===== src/rtl/pipe_ctrl_pkg.sv =====
// pipe_ctrl_pkg: shared types, constants and helpers for the pipeline stall/flush sequencer
package pipe_ctrl_pkg;
   typedef logic [4:0] reg_idx_t;
   typedef enum logic [1:0] {RUN, MEM_WAIT, MEM_ERR} state_e;
   localparam reg_idx_t REG_ZERO = 5'd0;
   // Control-bundle bit positions, shared with the pipeline registers
   localparam int CTL_REGWRITE = 0;
   localparam int CTL_MEMREAD  = 1;
   localparam int CTL_MEMWRITE = 2;
   localparam int CTL_BRANCH   = 3;
   localparam int CTL_MEMTOREG = 4;
   localparam int CTL_W        = 5;
   function automatic logic reg_hit(input reg_idx_t wr, input reg_idx_t rd);
      return (wr != REG_ZERO) && (wr == rd);
   endfunction
endpackage


===== src/rtl/load_use_detect.sv =====
// load_use_detect: flags a load in EX whose destination feeds a source of the instruction in ID
module load_use_detect
   import pipe_ctrl_pkg::*;
(
   input  logic [4:0] ID_rs,
   input  logic [4:0] ID_rt,
   input  logic       EX_memread,
   input  logic [4:0] EX_writereg,
   output logic       hazard
);
   assign hazard = EX_memread & (reg_hit(EX_writereg, ID_rs) | reg_hit(EX_writereg, ID_rt));
endmodule


===== src/rtl/pipeline_ctrl.sv =====
// pipeline_ctrl: per-cycle advance/hold/flush decisions for the five-stage pipeline,
// covering load-use hazards, taken branches and handshaked data-memory waits
module pipeline_ctrl
   import pipe_ctrl_pkg::*;
#(
   parameter int MEM_TIMEOUT = 64,
   parameter int CNT_W       = 16
) (
   input  logic             clk,
   input  logic             rst_n,
   input  logic [4:0]       ID_rs,
   input  logic [4:0]       ID_rt,
   input  logic             EX_memread,
   input  logic [4:0]       EX_writereg,
   input  logic             EX_branch_taken,
   input  logic             MEM_memread,
   input  logic             MEM_memwrite,
   input  logic             dmem_ready,
   output logic             dmem_req,
   output logic             pc_en,
   output logic             IF_ID_en,
   output logic             ID_EX_en,
   output logic             EX_MEM_en,
   output logic             MEM_WB_en,
   output logic             IF_ID_flush,
   output logic             ID_EX_flush,
   output logic             MEM_WB_bubble,
   output logic [CNT_W-1:0] stall_cycles,
   output logic             mem_err
);
   localparam int WC_W = $clog2(MEM_TIMEOUT + 1);
   state_e            state_q, state_d;
   logic [WC_W-1:0]   wait_cnt_q, wait_cnt_d;
   logic [CNT_W-1:0]  stall_q, stall_d;
   logic              mem_err_q, mem_err_d;
   logic              hazard, mem_op, in_run, in_wait, in_err, mem_stall, lu_stall, flow;
   load_use_detect u_lud (
      .ID_rs       (ID_rs),
      .ID_rt       (ID_rt),
      .EX_memread  (EX_memread),
      .EX_writereg (EX_writereg),
      .hazard      (hazard)
   );
   assign mem_op    = MEM_memread | MEM_memwrite;
   assign in_run    = state_q == RUN;
   assign in_wait   = state_q == MEM_WAIT;
   assign in_err    = state_q == MEM_ERR;
   assign mem_stall = ((in_run & mem_op) | in_wait) & ~dmem_ready;
   assign flow      = ~in_err & ~mem_stall;
   // A taken branch squashes the dependent instruction, so it overrides load-use
   assign lu_stall  = flow & ~EX_branch_taken & hazard;
   always_comb begin
      dmem_req      = rst_n & ((in_run & mem_op) | in_wait);
      pc_en         = rst_n & flow & ~lu_stall;
      IF_ID_en      = rst_n & flow & ~lu_stall;
      ID_EX_en      = rst_n & flow;
      EX_MEM_en     = rst_n & flow;
      MEM_WB_en     = rst_n & ~in_err;
      IF_ID_flush   = rst_n & flow & EX_branch_taken;
      ID_EX_flush   = rst_n & flow & (EX_branch_taken | hazard);
      MEM_WB_bubble = rst_n & mem_stall;
      stall_cycles  = stall_q;
      mem_err       = mem_err_q;
   end
   always_comb begin
      state_d    = state_q;
      wait_cnt_d = wait_cnt_q;
      mem_err_d  = mem_err_q;
      stall_d    = ((mem_stall | lu_stall) & ~&stall_q) ? stall_q + 1'b1 : stall_q;
      case (state_q)
         RUN: if (mem_op & ~dmem_ready) begin
            state_d    = MEM_WAIT;
            wait_cnt_d = WC_W'(1);
         end
         MEM_WAIT: if (dmem_ready) begin
            state_d    = RUN;
            wait_cnt_d = '0;
         end else if (wait_cnt_q == WC_W'(MEM_TIMEOUT)) begin
            state_d   = MEM_ERR;
            mem_err_d = 1'b1;
         end else begin
            wait_cnt_d = wait_cnt_q + 1'b1;
         end
         default: ;
      endcase
   end
   always_ff @(posedge clk or negedge rst_n) begin
      if (!rst_n) begin
         state_q    <= RUN;
         wait_cnt_q <= '0;
         stall_q    <= '0;
         mem_err_q  <= 1'b0;
      end else begin
         state_q    <= state_d;
         wait_cnt_q <= wait_cnt_d;
         stall_q    <= stall_d;
         mem_err_q  <= mem_err_d;
      end
   end
endmodule


===== config.mk =====
export PLATFORM = sky130hd
export DESIGN_NAME = pipeline_ctrl
export DESIGN_NICKNAME = d
export VERILOG_FILES = /design/src/rtl/pipe_ctrl_pkg.sv /design/src/rtl/load_use_detect.sv /design/src/rtl/pipeline_ctrl.sv
export SDC_FILE = /design/constraint.sdc
export NUM_CORES = 1
export LEC_CHECK = 0
export ABC_AREA = 1
export CELL_PAD_IN_SITES_DETAIL_PLACEMENT = 1
export CELL_PAD_IN_SITES_GLOBAL_PLACEMENT = 2
export CORE_MARGIN = 4
export CORE_UTILIZATION = 28
export DETAILED_ROUTE_END_ITERATION = 7
export PLACE_DENSITY = 0.83
export SYNTH_ARGS = -nofsm -noshare
export SYNTH_HDL_FRONTEND = slang
export SYNTH_SLANG_ARGS = --single-unit

===== constraint.sdc =====
create_clock -name clk -period 4.46 [get_ports clk]
set_input_delay 0.892 -clock clk [delete_from_list [all_inputs] [get_ports clk]]
set_output_delay 0.892 -clock clk [all_outputs]
set_load 0.05 [all_outputs]

Yosys cells after proc, flatten, opt, wreduce, memory -nomap -nowiden. Cells that the tools add are included.

Input port bits: 22. Logic and storage cells: 57. Bits in registers: 26.

Equality and inequality tests: 8. Bitwise gates (word level): 25. Mux-type cells: 8. $add $sub $neg: 2. Reduce and logical (&&, ||, !) cells: 10.

Operators with widths (count): $mux W7 (3); $add A16 B1 Y16 const B (1); $reduce_and A16 Y1 (1); $and A1 B1 Y1 (15); $pmux W7 S2 (1); $eq A5 B5 Y1 (2); $reduce_and A3 Y1 (3); $add A7 B1 Y7 const B (1); $eq A7 B7 Y1 const B (1); $mux W2 (3); $not A1 Y1 (5); $or A1 B1 Y1 (5); $reduce_bool A5 Y1 (1); $pmux W2 S2 (1); $ne A3 B2 Y1 const B (1); $ne A3 B3 Y1 const B (1); $eq A2 B1 Y1 const B (1); $eq A2 B2 Y1 const B (1); $logic_and A1 B1 Y1 (2); $logic_not A2 Y1 (1); $ne A2 B1 Y1 const B (1); $reduce_bool A2 Y1 (1); $logic_not A1 Y1 (1).

Depth between registers and ports, before layout. Gate-level depths: netlist of the first run.

Word-level depth: 10. Gate-level depth with buffers: 12.

Hierarchy. A second synthesis of the first run with hierarchy kept.

Cell total of the unflattened synthesis: 287. Area, all modules: 1940.6 µm².

Modules (own cells, without submodules): pipeline_ctrl (cells an instance 243, area an instance 1746.7 µm², times used 1); load_use_detect (cells an instance 44, area an instance 193.9 µm², times used 1).

Least setup slack after synthesis of the first run. No wires, ideal clock.

Path kind: input -> output. Start: input port rst_n. End: output port pc_en. Setup slack: 0.535 ns. Buffers on the path: 1. Data required time: 3.568 ns. Data arrival time: 3.033 ns. Cell stages on the path: 7. Path through: inv_1 > a21oi_1 > nand2_1 > inv_1 > nand2_1 > inv_1 > buf_4.

Word-level cells in the longest chain between the ends: 2.

Ends and longest elaborated chain: start, declared (RTL line pipeline_ctrl.sv:10) `input logic rst_n,`; $and A1 B1 Y1; named net EX_MEM_en (RTL line pipeline_ctrl.sv:23) `output logic EX_MEM_en,`; $and A1 B1 Y1 (RTL line pipeline_ctrl.sv:54) `pc_en = rst_n & flow & ~lu_stall;`; end, declared (RTL line pipeline_ctrl.sv:20) `output logic pc_en,`.

The timed path passes the listed nets, and every way through them passes these cells.

Worst setup path in the final report of the first run.
Start: input port dmem_ready. End: output port pc_en.

Word-level cells in the longest chain between the ends: 8.

Ends and longest elaborated chain: start, declared (RTL line pipeline_ctrl.sv:18) `input logic dmem_ready,`; $not A1 Y1 (no source line) (*); $and A1 B1 Y1 (*) (RTL line pipeline_ctrl.sv:48) `assign mem_stall = ((in_run & mem_op) | in_wait) & ~dmem_ready;`; $not A1 Y1 (*) (RTL line pipeline_ctrl.sv:49) `assign flow = ~in_err & ~mem_stall;`; $and A1 B1 Y1 (*) (RTL line pipeline_ctrl.sv:49); $and A1 B1 Y1 (2 in a row) (RTL line pipeline_ctrl.sv:51) `assign lu_stall = flow & ~EX_branch_taken & hazard;`; $not A1 Y1 (RTL line pipeline_ctrl.sv:54); $and A1 B1 Y1 (*) (RTL line pipeline_ctrl.sv:54).

Mark *: on every way between the ends. The rest lies on a longest branch, timed or not.

==> results.cfg, run 1 <==
[die]
core_um2 = 6061
num_io_pins = 48
die-area_um2 = 7748
initial_utilization_pct = 29.58
die_w_um = 88.02
die_h_um = 88.02
row_count = 28

[pwr]
switching_share_pct = 30.27
p_sw_mw = 0.1849
peakVddDrop_mv = 0.2393
comb_power_share_pct = 24.6
clkPwrFrac_pct = 32.8
p_seq_share_pct = 42.6
leakagePower_nw = 1.270
p_per_area_nw_per_um2 = 248.8
internal_power_mw = 0.4259

[clock_network]
clock_latency_ps = 280
cts_made_buffers = 3
cts_max_path_buffers = 2
cts_tree = done
cts_root_buf = clkbuf_8
cts.repair.resized = 0
h-tree-depth = 1
hold_buffers = 0
cts_sinks = 26
cts_setup_buffers = 0
clk_pin_slew_ps = 100

[synth]
synth.area.top_cells = dfrtp_1, nand2_1, nand3_1
synth_nets = 293
yosysTopAreaCell = dfrtp_1
async_flop_share_pct = 100.0
synth_edf_count = 0
synth_common_cells = nand2_1, inv_1, nand3_1
yosysMostFrequentCell = nand2_1
yosys_warnings = 0
yosysTopAreaCellShare_pct = 36.29
netlist_area_um2 = 1793
avgSynthCellArea_um2 = 6.690
synth_cell_types = 31
ys.flop_type = dfrtp_1
ys_ff_latch = 26
seq_area_frac_synth_pct = 36.29
synthCells = 268

[setup_path]
cpMostUsedCell = inv_1
cp.arrival_ps = 2420
path_class = primary input to output port
critPathRequiredTime_ps = 3570
crit_path_max_incr_delay_ps = 560
path_cells = clkdlybuf4s50_1 > inv_1 > nand3_1 > nand2_1 > inv_1 > nand2_1 > inv_1 > buf_12
critPathCaptureType = output port
slowest_stage = clkdlybuf4s50_1
critPathLaunchType = primary input
path_max_fanout = 5

[placed_design]
numPortBuffers = 47
dp_hpwl_um = 3948
postPlaceCellArea_um2 = 2384
gp_congestion = 0.7506

[detailed_routing]
avgViaCountPerCell = 4.626
wire_per_inst_um = 12.89
drt-pass1-iter-count = 4
routed_wirelength_um = 5026
ant_nets = 0
drc = 0
drt-initial-drc-count = 29
vias = 1804

[run_status]
status = completed

[cells_and_area]
drive_gt1_share_pct = 6.667
area_growth_syn_to_layout_pct = 36.92
final_area_um2 = 2455
num_antenna_cells = 0
fin_nets = 341
fillers = 773

[worst_hold_path]
min_path_type = flip-flop to flip-flop

[global_route]
grt_pass1_vias = 1777
antenna_found_initial = 0
grt_max_degree = 27
grt_pass1_wl_um = 8404
grt_usage_pct = 13.59
grt_overflow = 0

[run]
cap_viol_max_count = 0

[sta]
skew_ps = 10.35
fin_crit_sh_pct = 74.19
max_freq_mhz = 302.2
fin_crit_ps = 3309
final_hold_viol_count = 0
slew_viol_final = 0
rsz0062_at_grt = false
tns_ps = 0
tightest_slew_ps = 749.9
slew_headroom_pct = 49.55
setup_viol = 0
## cells by family after synthesis
logic type      Yosys count  synth area share (%)
flops                    26                 36.29
compound gates           13                 4.187
buf+inv                  45                 10.47
xor+xnor                 12                 5.862
fa+ha+maj                 3                 2.094
simple gates            169                 41.10
## worst paths after layout
check	start	cells after the start	slack [ps]	to
setup / recovery	dmem_ready	8	1150	pc_en
hold / removal	mem_err$_DFFE_PN0P_	1	480	mem_err$_DFFE_PN0P_
setup reg to reg	stall_cycles[0]$_DFFE_PN0P_	7	2090	stall_cycles[13]$_DFFE_PN0P_
hold reg to reg	mem_err$_DFFE_PN0P_	1	480	mem_err$_DFFE_PN0P_
max in group asynchronous	rst_n	2	3130	wait_cnt_q[5]$_DFFE_PN0P_
min in group asynchronous	rst_n	2	1050	stall_cycles[8]$_DFFE_PN0P_
## placed cells by master (no fill, tap or decap)
cell / Yosys / routed
a21oi_1: 5 / 5
a22o_1: 1 / 1
a22oi_1: 1 / 1
and3_1: 1 / 1
buf_12: 0 / 6
buf_4: 2 / 5
bufinv_16: 0 / 1
clkbuf_8: 0 / 3
clkdlybuf4s50_1: 0 / 38
clkinv_1: 1 / 1
dfrtp_1: 26 / 26
ha_1: 3 / 3
inv_1: 37 / 37
inv_2: 1 / 1
nand2_1: 94 / 94
nand3_1: 29 / 29
nand3_2: 1 / 1
nand3b_1: 1 / 1
nand4_1: 5 / 5
nand4_2: 1 / 1
nor2_1: 27 / 27
nor2_2: 1 / 1
nor3_1: 5 / 5
nor3b_1: 1 / 1
nor3b_4: 1 / 1
nor4_1: 1 / 1
o21ai_0: 3 / 3
o21ai_1: 1 / 1
o21bai_1: 1 / 1
o22ai_1: 1 / 1
or2_2: 1 / 1
xnor2_1: 4 / 4
xor2_1: 8 / 8
## state kept, by name, summed over array words and instances (netlist names)
register / cells
wait_cnt_q: 7
mem_err: 1
stall_cycles: 16
state_q: 2
## power by group through the flow
| stage | combinational (mW) | sequential [mW] | clock (mW) |
|---|---|---|---|
| global route | 0.164 | 0.263 | 0.222 |
| floorplan | 0.0500 | 0.296 | 0 |
| detailed placement | 0.152 | 0.265 | 0 |
| global placement | 0.151 | 0.264 | 0 |
| finish | 0.150 | 0.260 | 0.200 |
| CTS | 0.153 | 0.261 | 0.212 |
## layout make-up
cell class | instances | area [um2] | share of cell area (%)
inverters | 39 | 146.4 | 5.963
multi-input cells | 197 | 954.7 | 38.89
clock inverters | 1 | 30.03 | 1.223
well taps | 75 | 93.84 | 3.823
clock buffers | 3 | 41.29 | 1.682
repair buffers | 49 | 538.0 | 21.92
flip-flops and latches | 26 | 650.6 | 26.50
## worst max-delay path: cells and delay by family
family	cells	cell delay [ps]
buf+inv	5	1170
simple gates	3	370
## routing by layer
| metal | vias to the layer above | GRT usage [%] | wire (um) |
|---|---|---|---|
| met1 | 832 | 18.75 | 2511 |
| met3 | 2 | 2.822 | 219 |
| met5 | - | 0 | 0 |
| li1 | 942 | - | - |
| met2 | 28 | 22.67 | 2272 |
| met4 | 0 | 1.648 | 23 |
## stage by stage
| step | cells | hold slack, ps | total power, mW | util [%] | worst slack [ps] |
|---|---|---|---|---|---|
| 3_3_place_gp | 386 | 459.8 | 0.4150 | 39.33 | 1194 |
| 6_report | 390 | 481.4 | 0.6108 | 40.50 | 1151 |
| 3_5_place_dp | 386 | 460.1 | 0.4173 | 39.33 | 1134 |
| 4_1_cts | 390 | 488.1 | 0.6262 | 40.50 | 1133 |
| 5_1_grt | 390 | 518.6 | 0.6490 | 40.50 | 993.0 |
| 2_1_floorplan | 268 | 490.2 | 0.3458 | - | 534.7 |
No activity file was read; power rests on OpenSTA's default activity.
==> run 2: changes to the inputs <==
--- a/config.mk
+++ b/config.mk
@@ -9,9 +9,9 @@
 export CELL_PAD_IN_SITES_DETAIL_PLACEMENT = 1
 export CELL_PAD_IN_SITES_GLOBAL_PLACEMENT = 2
 export CORE_MARGIN = 4
-export CORE_UTILIZATION = 28
+export CORE_UTILIZATION = 23
 export DETAILED_ROUTE_END_ITERATION = 7
-export PLACE_DENSITY = 0.83
+export PLACE_DENSITY = 0.73
 export SYNTH_ARGS = -nofsm -noshare
 export SYNTH_HDL_FRONTEND = slang
 export SYNTH_SLANG_ARGS = --single-unit
==> constraint.sdc (replaced) <==
create_clock -name clk -period 2.7 [get_ports clk]
set_input_delay 0.54 -clock clk [delete_from_list [all_inputs] [get_ports clk]]
set_output_delay 0.54 -clock clk [all_outputs]
set_load 0.05 [all_outputs]
==> results.cfg, run 2 (same netlist as run 1, synthesis figures left out) <==
[pwr]
total_power_mw = 0.9517
peakVddDrop_mv = 0.3102
p_per_area_nw_per_um2 = 373.0
leakagePower_nw = 1.294

[setup_path]
cp.buffers_inverters = 5
critPathLaunchType = primary input
path_cells = clkdlybuf4s50_1 > inv_1 > nand4_1 > o21ai_0 > inv_1 > nand3_1 > nand2_1 > inv_1 > buf_12
cp.arrival_ps = 1940
critPathCaptureType = output port
cpMostUsedCell = inv_1
worstRegToRegCells = 7
slowest_stage = clkdlybuf4s50_1
cpLargestDelayFamily = buffers and inverters
endpoint = pc_en
reg2reg_to = stall_cycles[13]$_DFFE_PN0P_
path_max_fanout = 3
path_class = primary input to output port
critPathRequiredTime_ps = 2160
cp_num_cells = 9
crit_path_max_incr_delay_ps = 450
critPathLaunch = EX_writereg[2]
r2r-start = stall_cycles[0]$_DFFE_PN0P_
reg2reg_slack_ps = 710

[sta]
rsz0062_at_grt = false
slew_headroom_pct = 52.20
skew_ps = 14.27
tns_ps = 0
worst_slack_ps = 222.4
fin_crit_sh_pct = 91.76
fin_crit_ps = 2478
setup_viol = 0
slew_viol_final = 0
max_freq_mhz = 403.6
final_hold_viol_count = 0
tightest_slew_ps = 710.4

[cells_and_area]
final_area_um2 = 2551
layout_common_cells = nand2_1, clkdlybuf4s50_1, inv_1, nand3_1, nor2_1
drive_gt1_share_pct = 8.464
largest_register_ffs = 16
area_growth_syn_to_layout_pct = 42.29
finalNonFillerCells = 418
seqCellArea_um2 = 650.6
layout_commonest_cell = nand2_1
num_antenna_cells = 0
fin_nets = 345
fillers = 923
multiInputGateArea_um2 = 969.7

[detailed_routing]
met1_length_um = 2638
vias = 1840
drt-pass1-iter-count = 4
highest_layer = met4
wire_per_inst_um = 12.40
ant_nets = 0
drc = 0
wl_met2_um = 2351
avgViaCountPerCell = 4.402
routed_wirelength_um = 5184
dr_wl_met3_um = 163
drt-initial-drc-count = 30

[die]
die-area_um2 = 9272
core_um2 = 7408
num_io_pins = 48
die_h_um = 96.29
die_w_um = 96.29
initial_utilization_pct = 24.20
row_count = 31

[clock_network]
cts_setup_buffers = 0
cts_made_buffers = 3
h-tree-depth = 1
cts_max_path_buffers = 2
cts_tree = done
clock_latency_ps = 280
cts_sinks = 26
clk_pin_slew_ps = 90
cts.repair.resized = 0
hold_buffers = 0
cts_root_buf = clkbuf_8

[placed_design]
dp_cells = 414
numPortBuffers = 47
gp_congestion = 0.7480
postPlaceCellArea_um2 = 2492
dp_hpwl_um = 4253
pre_cts_slack_ps = 175.8

[global_route]
grt_max_degree = 27
grt_pass1_wl_um = 8680
antenna_found_initial = 0
grt_usage_pct = 11.71
grt_overflow = 0
grt_pass1_vias = 1782

[worst_hold_path]
min_path_type = flip-flop to flip-flop
whs_path_depth = 1

[run_status]
status = completed

[run]
cap_viol_max_count = 0
==> run 2: changes by cell type in the layout (fill, tap and decap cells not counted), sizes merged <==
cell | previous run | this run
clkbuf | 3 | 4
bufinv | 1 | 0
buf | 11 | 15
==> run 2: stage by stage <==
stage | util (%) | hold WS [ps]
4_1_cts | 34.39 | 492.9
3_5_place_dp | 33.64 | 461.1
3_3_place_gp | 33.64 | 461.2
5_1_grt | 34.44 | 519.3
2_1_floorplan | - | 244.4
6_report | 34.44 | 486.8
==> run 2: per-layer routing <==
layer  up-vias  track usage, %
met5         -               0
met4         0           2.804
met3         2           1.407
met2        24           18.69
met1       876           16.78
li1        938               -
==> run 2: layout make-up <==
| cell class | instances | area share [%] |
|---|---|---|
| multi-input cells | 197 | 38.01 |
| repair buffers | 53 | 23.74 |
| well taps | 99 | 4.855 |
| inverters | 39 | 5.738 |
| flip-flops and latches | 26 | 25.50 |
| clock buffers | 4 | 2.158 |
==> run 2: worst register-to-register path, cell delays in order, from the launching register on <==
cell,delay (ps)
dfrtp_1,460
ha_1,240
nand3_2,140
nor3b_4,310
nand4_2,210
nand2_1,400
nand2_1,110
nand2_1,80
==> run 2: power by group <==
group          internal [mW]  switching [mW]
Sequential             0.405          0.0260
Combinational          0.105           0.149
Clock                  0.131           0.136
==> run 2: worst min-delay path by stage <==
stage	end	from	slack (ps)
after floorplan	mem_err$_DFFE_PN0P_	rst_n	240
after global placement	mem_err$_DFFE_PN0P_	mem_err$_DFFE_PN0P_	460
after detailed placement	mem_err$_DFFE_PN0P_	mem_err$_DFFE_PN0P_	460
after CTS	mem_err$_DFFE_PN0P_	mem_err$_DFFE_PN0P_	490
after global routing	mem_err$_DFFE_PN0P_	mem_err$_DFFE_PN0P_	520
final	mem_err$_DFFE_PN0P_	mem_err$_DFFE_PN0P_	490
